### src/rtl/featuremap_conv_sched_ctrl.sv
// Frame sequencer for one feature-map conv pass: gates the shared FIFO read,
// walks the padded frame and qualifies datapath results, dropping wrap columns.
module featuremap_conv_sched_ctrl #(
  parameter int WIDTH     = 112,
  parameter int HEIGHT    = 112,
  parameter int CHANNELS  = 8,
  parameter int DRAIN_MAX = 1024
) (
  input  logic                          clk,
  input  logic                          rst,
  input  logic                          start,
  input  logic [CHANNELS-1:0]           fifo_empty,
  input  logic                          out_ready,
  input  logic                          pix_valid,
  output logic                          rdreq,
  output logic                          out_keep,
  output logic                          busy,
  output logic                          frame_done,
  output logic                          err,
  output logic [$clog2(HEIGHT+2)-1:0]   row_cnt,
  output logic [$clog2(WIDTH+2)-1:0]    col_cnt
);

  localparam int PW    = WIDTH + 2;
  localparam int PH    = HEIGHT + 2;
  localparam int TOTAL = WIDTH * HEIGHT;
  localparam int RW    = $clog2(PH);
  localparam int CW    = $clog2(PW);
  localparam int KW    = $clog2(TOTAL + 1);
  localparam int TW    = $clog2(DRAIN_MAX + 1);

  localparam logic [1:0] S_IDLE  = 2'd0;
  localparam logic [1:0] S_RUN   = 2'd1;
  localparam logic [1:0] S_DRAIN = 2'd2;
  localparam logic [1:0] S_DONE  = 2'd3;

  logic [1:0]    state;
  logic [CW-1:0] ocol;
  logic [KW-1:0] kept;
  logic [TW-1:0] tmo;
  logic          active;
  logic          last_read;
  logic          kept_full;
  logic          kept_hit;

  always_comb begin
    active     = (state == S_RUN) || (state == S_DRAIN);
    rdreq      = (state == S_RUN) && !(|fifo_empty) && out_ready;
    out_keep   = pix_valid && active && (ocol < CW'(WIDTH));
    busy       = active;
    frame_done = (state == S_DONE);
    last_read  = rdreq && (row_cnt == RW'(PH - 1)) && (col_cnt == CW'(PW - 1));
    kept_full  = (kept == KW'(TOTAL));
    // Count the final kept pixel in the same cycle it arrives.
    kept_hit   = kept_full || (out_keep && (kept == KW'(TOTAL - 1)));
  end

  always_ff @(posedge clk or posedge rst) begin
    if (rst) begin
      state   <= S_IDLE;
      row_cnt <= '0;
      col_cnt <= '0;
      ocol    <= '0;
      kept    <= '0;
      tmo     <= '0;
      err     <= 1'b0;
    end else begin
      // The last read leaves the counters parked at the frame corner.
      if (rdreq && !last_read) begin
        if (col_cnt == CW'(PW - 1)) begin
          col_cnt <= '0;
          row_cnt <= row_cnt + 1'b1;
        end else begin
          col_cnt <= col_cnt + 1'b1;
        end
      end
      if (pix_valid && active)
        ocol <= (ocol == CW'(PW - 1)) ? '0 : ocol + 1'b1;
      if (out_keep) begin
        if (kept_full) err <= 1'b1;
        else           kept <= kept + 1'b1;
      end
      if ((state == S_DRAIN) && !pix_valid) tmo <= tmo + 1'b1;
      else                                  tmo <= '0;

      case (state)
        S_IDLE: begin
          if (start) begin
            state   <= S_RUN;
            row_cnt <= '0;
            col_cnt <= '0;
            ocol    <= '0;
            kept    <= '0;
            tmo     <= '0;
            err     <= 1'b0;
          end else if (pix_valid) begin
            err <= 1'b1;
          end
        end
        S_RUN: if (last_read) state <= S_DRAIN;
        S_DRAIN: begin
          if (kept_hit) begin
            state <= S_DONE;
          end else if (!pix_valid && (tmo == TW'(DRAIN_MAX - 1))) begin
            err   <= 1'b1;
            state <= S_IDLE;
          end
        end
        S_DONE: begin
          state <= S_IDLE;
          if (pix_valid) err <= 1'b1;
        end
        default: state <= S_IDLE;
      endcase
    end
  end

endmodule
### config.mk
export PLATFORM = sky130hd
export DESIGN_NAME = featuremap_conv_sched_ctrl
export DESIGN_NICKNAME = d
export VERILOG_FILES = /design/src/rtl/featuremap_conv_sched_ctrl.sv
export SDC_FILE = /design/constraint.sdc
export NUM_CORES = 1
export LEC_CHECK = 0
export CORE_UTILIZATION = 43
export DETAILED_ROUTE_END_ITERATION = 8
export GPL_TIMING_DRIVEN = 0
export PLACE_DENSITY = 0.61
export SKIP_CTS_REPAIR_TIMING = 1
export SYNTH_ARGS = -nofsm -noshare
export SYNTH_HDL_FRONTEND = slang
export SYNTH_SLANG_ARGS = --single-unit
### constraint.sdc
create_clock -name clk -period 2.8 [get_ports clk]
set_input_delay 0.42 -clock clk [delete_from_list [all_inputs] [get_ports clk]]
set_output_delay 0.42 -clock clk [all_outputs]
set_load 0.02 [all_outputs]
# ---- Word level (Yosys, flattened, before mapping)
# Index checks and enable logic that the tools add are counted.
dict set report classes {
  order_cmp 1
  eq_ne 12
  reduce_logical 18
  addsub 5
  shift 0
  n_bitwise 0
  muxes 31
  n_div 0
  n_mul 0
}
# cell n
set ops {}
lappend ops {{$mux W7} 12}
lappend ops {{$mux W14} 4}
lappend ops {{$mux W11} 3}
lappend ops {{$eq A14 B14 Y1 const B} 2}
lappend ops {{$add A7 B1 Y7 const B} 3}
lappend ops {{$eq A7 B7 Y1 const B} 3}
lappend ops {{$add A14 B1 Y14 const B} 1}
lappend ops {{$add A11 B1 Y11 const B} 1}
lappend ops {{$eq A11 B10 Y1 const B} 1}
lappend ops {{$logic_and A1 B1 Y1} 10}
lappend ops {{$mux W2} 4}
lappend ops {{$pmux W2 S4} 1}
lappend ops {{$reduce_or A8 Y1} 1}
lappend ops {{$lt A7 B7 Y1 const B} 1}
lappend ops {{$mux W1} 6}
lappend ops {{$eq A2 B2 Y1 const B} 2}
lappend ops {{$ne A2 B2 Y1 const B} 2}
lappend ops {{$logic_not A1 Y1} 3}
lappend ops {{$ne A3 B2 Y1 const B} 1}
lappend ops {{$pmux W1 S3} 1}
lappend ops {{$reduce_and A3 Y1} 1}
lappend ops {{$eq A2 B1 Y1 const B} 1}
lappend ops {{$logic_not A2 Y1} 1}
lappend ops {{$logic_or A1 B1 Y1} 2}
dict set report word_totals {
  mem_bits_rw 0
  input_bits 13
  register_bits 49
  n_memories 0
  rom_bits 0
  elab_cells 74
  latch_bits 0
  out_inout_bits 19
}

# ---- Longest topological paths before layout
# Gate-level depths: netlist (run 1).
dict set report logic_depth {
  depth_word 11
  mapped_depth 9
  depth_no_buf 8
}

# ---- Least setup slack after synthesis (run 1)
# No wires, ideal clock.
dict set report synth_timing {
  path_type {reg-to-reg}
  start {register state[0]}
  end {register kept[3]}
  setup_ps 132
  arrival_time_ps 2017
  t_required_ps 2668
  path_buffers 1
  period_less_slack_ps 2149
  slack_ps 651
  stages_incl_launch_ff 10
  path_cell_list {dfrtp_1 -> inv_1 -> ha_1 -> and2_1 -> buf_2 -> nand2_1 -> clkinv_1 -> and4_1 -> xnor2_1 -> nor2_1}
}
dict set report synth_between {
  elab_chain_len 7
  word_cells_on_any_way 9
  classes_between {eq/ne: 2; mux: 3; reduce/logical: 4}
}
# item line
set synth_lines {}
lappend synth_lines {{start, declared} 37} ;# logic [1:0] state;
lappend synth_lines {{start signal, assigned} 60} ;# state <= S_IDLE;
lappend synth_lines {{start signal, assigned} 89} ;# state <= S_RUN;
lappend synth_lines {{start signal, assigned} 100} ;# S_RUN: if (last_read) state <= S_DRAIN;
lappend synth_lines {{$eq A2 B1 Y1 / $eq A2 B2 Y1 (equally long branches)} 47} ;# active = (state == S_RUN) || (state == S_DRAIN);
lappend synth_lines {{$logic_or A1 B1 Y1 *} 47}
lappend synth_lines {{named net busy} 17} ;# output logic busy,
lappend synth_lines {{$logic_and A1 B1 Y1 * (2 in series)} 49} ;# out_keep = pix_valid && active && (ocol < CW'(WIDTH));
lappend synth_lines {{named net out_keep} 16} ;# output logic out_keep,
lappend synth_lines {{$mux W14 *} 79} ;# if (out_keep) begin
lappend synth_lines {{$mux W14} 88} ;# if (start) begin
lappend synth_lines {{$mux W14 *} 86} ;# case (state)
lappend synth_lines {{end signal, assigned} 81} ;# else kept <= kept + 1'b1;
lappend synth_lines {{end, declared} 39} ;# logic [KW-1:0] kept;
# Mark *: on every way through the listed nets, which the timed path passes. The rest lies on a longest branch.
# A chain may end at the register's enable or synchronous reset.

# ---- Worst setup path in the final report (run 1)
dict set report layout_timing {
  start {register state[0]}
  end {output out_keep}
}
dict set report layout_between {
  elab_chain_len 4
  word_cells_on_any_way 5
  classes_between {eq/ne: 2; reduce/logical: 3}
}
# item line
set layout_lines {}
lappend layout_lines {{$eq A2 B1 Y1 / $eq A2 B2 Y1 (equally long branches)} 47}
lappend layout_lines {{$logic_or A1 B1 Y1 *} 47}
lappend layout_lines {{$logic_and A1 B1 Y1 * (2 in series)} 49}
lappend layout_lines {{end, declared} 16}
# Mark *: on every way between the ends. The rest lies on a longest branch, timed or not.

==> results of run 1 <==
==> metal layers <==
| metal | GRT usage (%) | vias to the layer above |
|---|---|---|
| li1 | - | 1041 |
| met1 | 24.27 | 1003 |
| met4 | 4.821 | 0 |
| met5 | 0 | - |
| met3 | 4.719 | 6 |
| met2 | 29.24 | 43 |
==> layout by cell type (no fill, tap or decap), drive strengths merged, types with 2 or more instances in the layout <==
cell,n
and4,4
xnor2,16
nand3,13
o21ai,5
buf,4
dlymetal6s2s,2
and3,10
nand4,15
nor2,56
nor3b,3
dfrtp,49
ha,15
and2,5
a31oi,2
a211oi,2
a21oi,9
nand2,11
or3,4
inv,13
nor4b,4
clkdlybuf4s50,29
nor3,3
xor2,19
clkbuf,9
nor4,3
==> logic make-up (layout without fill, tap and decap cells) <==
kind of cell | after synthesis | count (layout)
XOR/XNOR | 35 | 35
AO/OA/AOI/OAI | 25 | 25
flip-flops | 49 | 49
adder cells (fa/ha/maj) | 15 | 15
buffers and inverters | 19 | 59
AND/OR/NAND/NOR | 138 | 138
==> power by group through the flow <==
stage / registers, mW / clock network [mW] / logic, mW
6_report: 0.849 / 0.535 / 0.613
5_1_grt: 0.859 / 0.577 / 0.698
4_1_cts: 0.849 / 0.546 / 0.617
3_5_place_dp: 0.862 / 0 / 0.611
3_3_place_gp: 0.861 / 0 / 0.598
2_1_floorplan: 0.850 / 0 / 0.426
==> metrics by stage <==
stage	std cells	utilization, %
finish	396	54.29
detailed placement	388	52.18
CTS	396	54.14
floorplan	281	-
global placement	387	51.85
global route	396	54.29
==> flip-flops by register name (all words and copies together), names as in the netlist <==
signal / cells
col_cnt: 7
err: 1
ocol: 7
tmo: 11
state: 2
row_cnt: 7
kept: 14
==> worst paths after layout <==
| kind | slack [ns] | cells past startpoint | end | start |
|---|---|---|---|---|
| worst max-delay path | 0.21 | 7 | out_keep | state[0] |
| worst min-delay path | 0.32 | 2 | row_cnt[2] | rst |
| worst max register to register | 0.63 | 9 | state[1] | state[0] |
| worst min register to register | 0.50 | 1 | tmo[0] | tmo[0] |
| max in group asynchronous | 1.99 | 3 | state[1] | rst |
| min in group clk | 0.50 | 1 | tmo[0] | tmo[0] |
==> final cells by class <==
type	instances	area, µm²
Fill cell	553	2723
Inverter	12	48.80
Clock inverter	3	47.55
Multi-Input combinational cell	213	1380
Timing Repair Buffer	32	335.3
Clock buffer	5	68.82
Tap cell	75	93.84
Sequential cell	49	1226
Buffer	7	32.53
==> parameters.txt, run 1 <==
Parameter                              Value

Routing
  Length of routed met3 wiring ... ~280 µm
  Detailed-route wire length on metal 1 ... approximately 2700 µm
  Routed length on met2 ... approximately 2400 µm
  DR DRC count ... 0
  Initial drt markers ... 82
  Initial DRT Pass Iterations ... 4
  Via total after detailed routing ... approximately 2,100
  Wire length after detailed routing ... roughly 5400 µm
  Wire length per cell after detailed routing ... 13.67 µm
  Number of nets with antenna violations after detailed routing ... 0
  Uppermost layer routed ... met4
  Vias/cell ... about 5.3

Die
  Starting utilization of the core area ... between 40% and 50%
  Std cell rows ... 28
  Die area ... 6561 µm²
  Die width ... around 81 µm
  Vertical extent of the die ... roughly 80 µm
  Core region area ... roughly 6000 µm²
  Top-Level Pins ... 32

Logic synthesis
  Top cells by instance count after synthesis ... sky130_fd_sc_hd__nor2_1 (56), sky130_fd_sc_hd__dfrtp_1 (49), sky130_fd_sc_hd__xor2_1 (19), sky130_fd_sc_hd__xnor2_1 (16)
  Post-Synth XOR/XNOR Area ... 11.42%
  Post-Synth Adder-Cell Area ... under 10%
  Proportion of synthesized flip-flops having asynchronous set or reset ... 100.0%
  Synthesized area ... 2684 µm²
  Synthesis Warnings ... 0
  Sequential cell area fraction in the yosys report ... 45.69%
  Area leader, netlist ... sky130_fd_sc_hd__dfrtp_1
  Number of cells produced by synthesis ... ~280
  Top FF cell, synth ... sky130_fd_sc_hd__dfrtp_1
  Multiplexer fraction of the synthesized cell area ... 0%
  Library cell with the highest instance count after synthesis ... sky130_fd_sc_hd__nor2_1
  Main area contributors after synthesis ... sky130_fd_sc_hd__dfrtp_1 (46%), sky130_fd_sc_hd__nor2_1 (7.8%), sky130_fd_sc_hd__ha_1 (7.0%), sky130_fd_sc_hd__xor2_1 (6.2%), sky130_fd_sc_hd__xnor2_1 (5.2%)
  Number of synthesized flops with an enable pin ... 0
  Post-synthesis compound-gate area fraction ... around 5.9%
  Number of library cell types mapped by synthesis ... 42
  Combinational family with the most area after synthesis ... simple AND/OR/NAND/NOR gates
  Share of synthesized cell area in and, or, nand and nor gates ... 27.13%
  Synthesis-stage register bit count ... roughly 50
  Area share of the largest cell type after synthesis ... around 46%
  Average size of a mapped cell ... about 9.6 µm²
  Total nets after synthesis ... slightly above 300

Setup path
  Family with the most delay on the worst path ... buffers and inverters
  Cell breakdown of the critical path ... inv_1 -> ha_1 -> and2_1 -> buf_2 -> nand2_1 -> clkinvlp_4 -> dlymetal6s2s_1
  Maximum fanout along the worst path ... 10
  Sum of buffers and inverters on the critical path ... 4
  Critical path required time ... 2.38 ns
  Master of the slowest instance on the critical path ... sky130_fd_sc_hd__dfrtp_1
  Endpoint type of the worst setup path ... primary output
  CP Data Arrival Time ... about 2.2 ns
  Kind of start point of the critical path ... register
  Peak per-stage delay on the critical path ... 0.45 ns
  Type of the worst setup path ... register to primary output

Flow run
  Max-cap violations ... 0

Power and ir drop
  Internal ... roughly 1.3 mW
  Net load switching power ... 0.6884 mW
  Power density of the placed cells ... roughly 600 nW/µm²
  Total power after layout ... around 2 mW
  Clock share of power ... between 20% and 30%
  Combinational share of power ... between 30% and 40%
  Largest voltage drop on the vdd net ... 0.0003962 V
  Switching power share of the total ... 34.47%
  Share of power burned in registers ... a little over two fifths
  Leak pwr ... between 1 and 1.5 nW

Timing
  Fin Clk Skew ... 0.01291 ns
  Maximum clock frequency ... around 0.39 GHz
  Unrepaired setup endpoints after global routing ... no
  Post-route fraction of the period consumed by the critical path ... 92.67%
  Pin slew with the least headroom to its limit ... 0.5507 ns
  Max_slew headroom ... a little over three fifths
  Count of pins over their slew limit ... 0
  Min setup slack post-route ... roughly 0.21 ns
  Final setup violation count ... 0
  Hold Fails Final Rpt ... 0
  WHS ... between 0.3 and 0.4 ns
  Total Neg Setup Slack ... 0 ns
  Final period demand of the worst path ... about 2.6 ns

Placed design
  Placed standard-cell area ... 3108 µm²
  Final weighted congestion of routability-driven global placement ... between 0.7 and 0.8
  Detailed-placement wirelength estimate ... roughly 4000 µm
  Port Buf Inserts ... 31
  Post-placement worst setup slack ... slightly above 0.07 ns

Clocking
  Library cell used as clock root buffer ... sky130_fd_sc_hd__clkbuf_8
  Num Clock Sinks ... 49
  Later-pin clock latency in the skew report ... 0.31 ns
  CTS tree ... done
  Maximum buffer depth of the clock tree ... 2
  CTS H-tree lvls ... 2
  Reg clk slew, reported paths ... approximately 0.10 ns
  Cts bufs inserted ... 5

Cells and area
  Number of nets in the finished design ... 348
  Share of final-layout standard cells stronger than drive strength 1 ... about 6.2%
  Final cell area excluding filler cells ... between 3000 and 4000 µm²
  Antenna cells ... 0
  Area growth syn-to-layout ... 20.47%

Global route
  Leftover overflow at the end of global routing ... 0
  Global routing usage summed across all routing layers ... a little under a fifth
  Wire length of the first global-routing pass ... ~9200 µm
  Antenna violations before repair ... 0
  Vias in the first global route ... 2,038
  Pin count of the biggest net entering global routing ... between 40 and 50

Worst hold path
  Class of the tightest hold or removal check ... input pin to asynchronous set/reset pin

Outcome
  Run status ... finished, final reports clean
(Power assumes the default switching activity.)
==> run 2: changes to the inputs <==
CORE_MARGIN = 2   (was unset)
==> parameters.txt, run 2 (synthesis gave the netlist of run 1 again) <==
Parameter                              Value

Setup path
  Kind of start point of the critical path ... register
  Type of the worst setup path ... register to primary output
  Critical path required time ... 2.38 ns (about the same)
  Endpoint type of the worst setup path ... primary output
  CP Data Arrival Time ... 2.14 ns (-0.03 ns)
  Worst R2R Path Depth ... 9 (unchanged)
  Maximum fanout along the worst path ... 10 (unchanged)

Timing
  Maximum clock frequency ... 0.3912 GHz (+1.5%)
  Max_slew headroom ... 62.77% (about the same)
  Final period demand of the worst path ... 2.556 ns (-0.03886 ns)
  Hold Fails Final Rpt ... 0 (unchanged)
  Min setup slack post-route ... 0.2441 ns (+0.03886 ns)
  Count of pins over their slew limit ... 0 (unchanged)
  Unrepaired setup endpoints after global routing ... no
  Pin slew with the least headroom to its limit ... 0.5507 ns (-0.00003147 ns)
  Post-route fraction of the period consumed by the critical path ... 91.28% (-1.4 points)
  Final setup violation count ... 0 (unchanged)
  WHS ... 0.4294 ns (+0.1047 ns)
  Fin Clk Skew ... 0.006388 ns (-0.006518 ns)

Clocking
  Num Clock Sinks ... 49 (unchanged)
  CTS H-tree lvls ... 2 (unchanged)
  Later-pin clock latency in the skew report ... 0.29 ns (-0.02 ns)
  Cts bufs inserted ... 5 (unchanged)
  CTS tree ... done
  Reg clk slew, reported paths ... 0.08 ns (-0.02 ns)
  Library cell used as clock root buffer ... sky130_fd_sc_hd__clkbuf_8
  Maximum buffer depth of the clock tree ... 2 (unchanged)

Die
  Vertical extent of the die ... 83 µm (+2.5%)
  Core region area ... 5991 µm² (+0.59%)
  Starting utilization of the core area ... 44.80% (-0.26 points)
  Die area ... 6889 µm² (+5.0%)
  Std cell rows ... 28 (unchanged)
  Top-Level Pins ... 32 (unchanged)
  Die width ... 83 µm (+2.5%)

Power and ir drop
  Internal ... 1.200 mW (-8.3%)
  Switching power share of the total ... 34.80% (+0.33 points)
  Largest voltage drop on the vdd net ... 0.0004316 V (+8.9%)
  Combinational share of power ... 33.3% (+2.6 points)
  Clock share of power ... 20.6% (-6.2 points)
  Net load switching power ... 0.6405 mW (-7.0%)
  Share of power burned in registers ... 46.1% (+3.6 points)
  Power density of the placed cells ... 576.7 nW/µm² (-6.6%)
  Leak pwr ... 1.410 nW (-1.3%)

Global route
  Global-route track usage on met2 ... 26.54% (-2.7 points)
  Wire length of the first global-routing pass ... 9349 µm (+1.3%)
  Vias in the first global route ... 2,016 (-1.1%)
  Global routing usage summed across all routing layers ... 16.24% (-2.0 points)
  Antenna violations before repair ... 0 (unchanged)
  Pin count of the biggest net entering global routing ... 34 (-21%)
  GRT met1 Usage ... 22.40% (-1.9 points)
  Met3 Use GR ... 3.579% (-1.1 points)
  Layer with the highest usage ... met2
  Leftover overflow at the end of global routing ... 0 (unchanged)

Cells and area
  Share of final-layout standard cells stronger than drive strength 1 ... 5.956% (-0.27 points)
  Non-filler cells, final ... 394 (-0.51%)
  Fill cells ... 538 (-2.7%)
  Antenna cells ... 0 (unchanged)
  Final core area utilization ... 53.28% (-1.0 points)
  Commonest cells after routing, fill and taps aside ... sky130_fd_sc_hd__nor2_1 (56), sky130_fd_sc_hd__dfrtp_1 (49), sky130_fd_sc_hd__clkdlybuf4s50_1 (29)
  Area growth syn-to-layout ... 18.93%
  Top reg by flops ... kept
  Most frequent standard cell in the layout excluding fill and tap cells ... sky130_fd_sc_hd__nor2_1
  Number of flip-flops in the largest register ... 14 (unchanged)
  Number of nets in the finished design ... 348 (unchanged)
  Combined area of the multi-input logic cells ... 1381 µm² (about the same)
  Largest registers in the final layout ... kept: 14 flops, tmo: 11 flops
  FF/Latch Area ... 1226 µm² (unchanged)

Worst hold path
  Class of the tightest hold or removal check ... input pin to asynchronous set/reset pin

Placed design
  Final weighted congestion of routability-driven global placement ... 0.7593 (-2.6%)
  Detailed-placement wirelength estimate ... 4022 µm (+1.2%)
  Placed instance count ... 388 (unchanged)
  Port Buf Inserts ... 31 (unchanged)
  Post-placement worst setup slack ... 0.05991 ns (-0.01071 ns)

Routing
  DR DRC count ... 0 (unchanged)
  Number of nets with antenna violations after detailed routing ... 0 (unchanged)
  Via total after detailed routing ... 2,083 (-0.48%)
  Vias/cell ... 5.287 (about the same)
  Initial DRT Pass Iterations ... 4 (unchanged)
  Wire length per cell after detailed routing ... 13.69 µm (+0.17%)
  Wire length after detailed routing ... 5394 µm (-0.33%)
  Initial drt markers ... 123 (+50%)

Flow run
  Max-cap violations ... 0 (unchanged)

Outcome
  Run status ... finished, final reports clean
==> run 2: power groups by stage <==
stage | combinational [mW] | clock [mW] | sequential [mW]
floorplan | 0.426 | 0 | 0.850
global placement | 0.601 | 0 | 0.860
global route | 0.691 | 0.429 | 0.862
detailed placement | 0.617 | 0 | 0.861
CTS | 0.622 | 0.401 | 0.847
finish | 0.613 | 0.378 | 0.849
==> run 2: cell type report <==
class / instances / share of cell area, %
multi-input combinational: 213 / 43.28
sequential: 49 / 38.42
timing repair buffer: 32 / 10.51
tap: 75 / 2.940
clock buffer: 5 / 2.156
inverter: 12 / 1.529
buffer: 7 / 1.019
clock inverter: 1 / 0.1568
==> run 2: per-stage QoR <==
stage | cell area (µm²) | power [mW] | TNS [ns]
2_1_floorplan | 2684 | 1.277 | 0
3_3_place_gp | 3088 | 1.461 | 0
3_5_place_dp | 3108 | 1.478 | 0
4_1_cts | 3182 | 1.870 | -0.1456
5_1_grt | 3192 | 1.981 | 0
6_report | 3192 | 1.841 | 0
==> run 2: worst paths after layout <==
kind / start / to / slack (ns)
setup / recovery: state[0] / out_keep / 0.24
hold / removal: rst / row_cnt[3] / 0.43
setup reg to reg: state[0] / state[0] / 0.64
hold reg to reg: tmo[0] / tmo[0] / 0.50
max in group asynchronous: rst / tmo[5] / 1.87
min in group clk: tmo[0] / tmo[0] / 0.50
==> run 2: critical path, stage by stage, from the launching register on <==
cell and delay [ns]:
sky130_fd_sc_hd__dfrtp_1 0.44, sky130_fd_sc_hd__inv_1 0.12, sky130_fd_sc_hd__ha_1 0.34, sky130_fd_sc_hd__and2_1 0.14
sky130_fd_sc_hd__buf_2 0.16, sky130_fd_sc_hd__nand2_1 0.16, sky130_fd_sc_hd__clkinvlp_4 0.23, sky130_fd_sc_hd__dlymetal6s2s_1 0.26
==> run 2: per-layer routing <==
metal	part of all wire (%)	wire, µm	up-vias
met4	0.43	23	0
met2	47	2528	29
met5	0	0	-
met1	49	2659	1013
met3	3.4	182	2
li1	-	-	1039
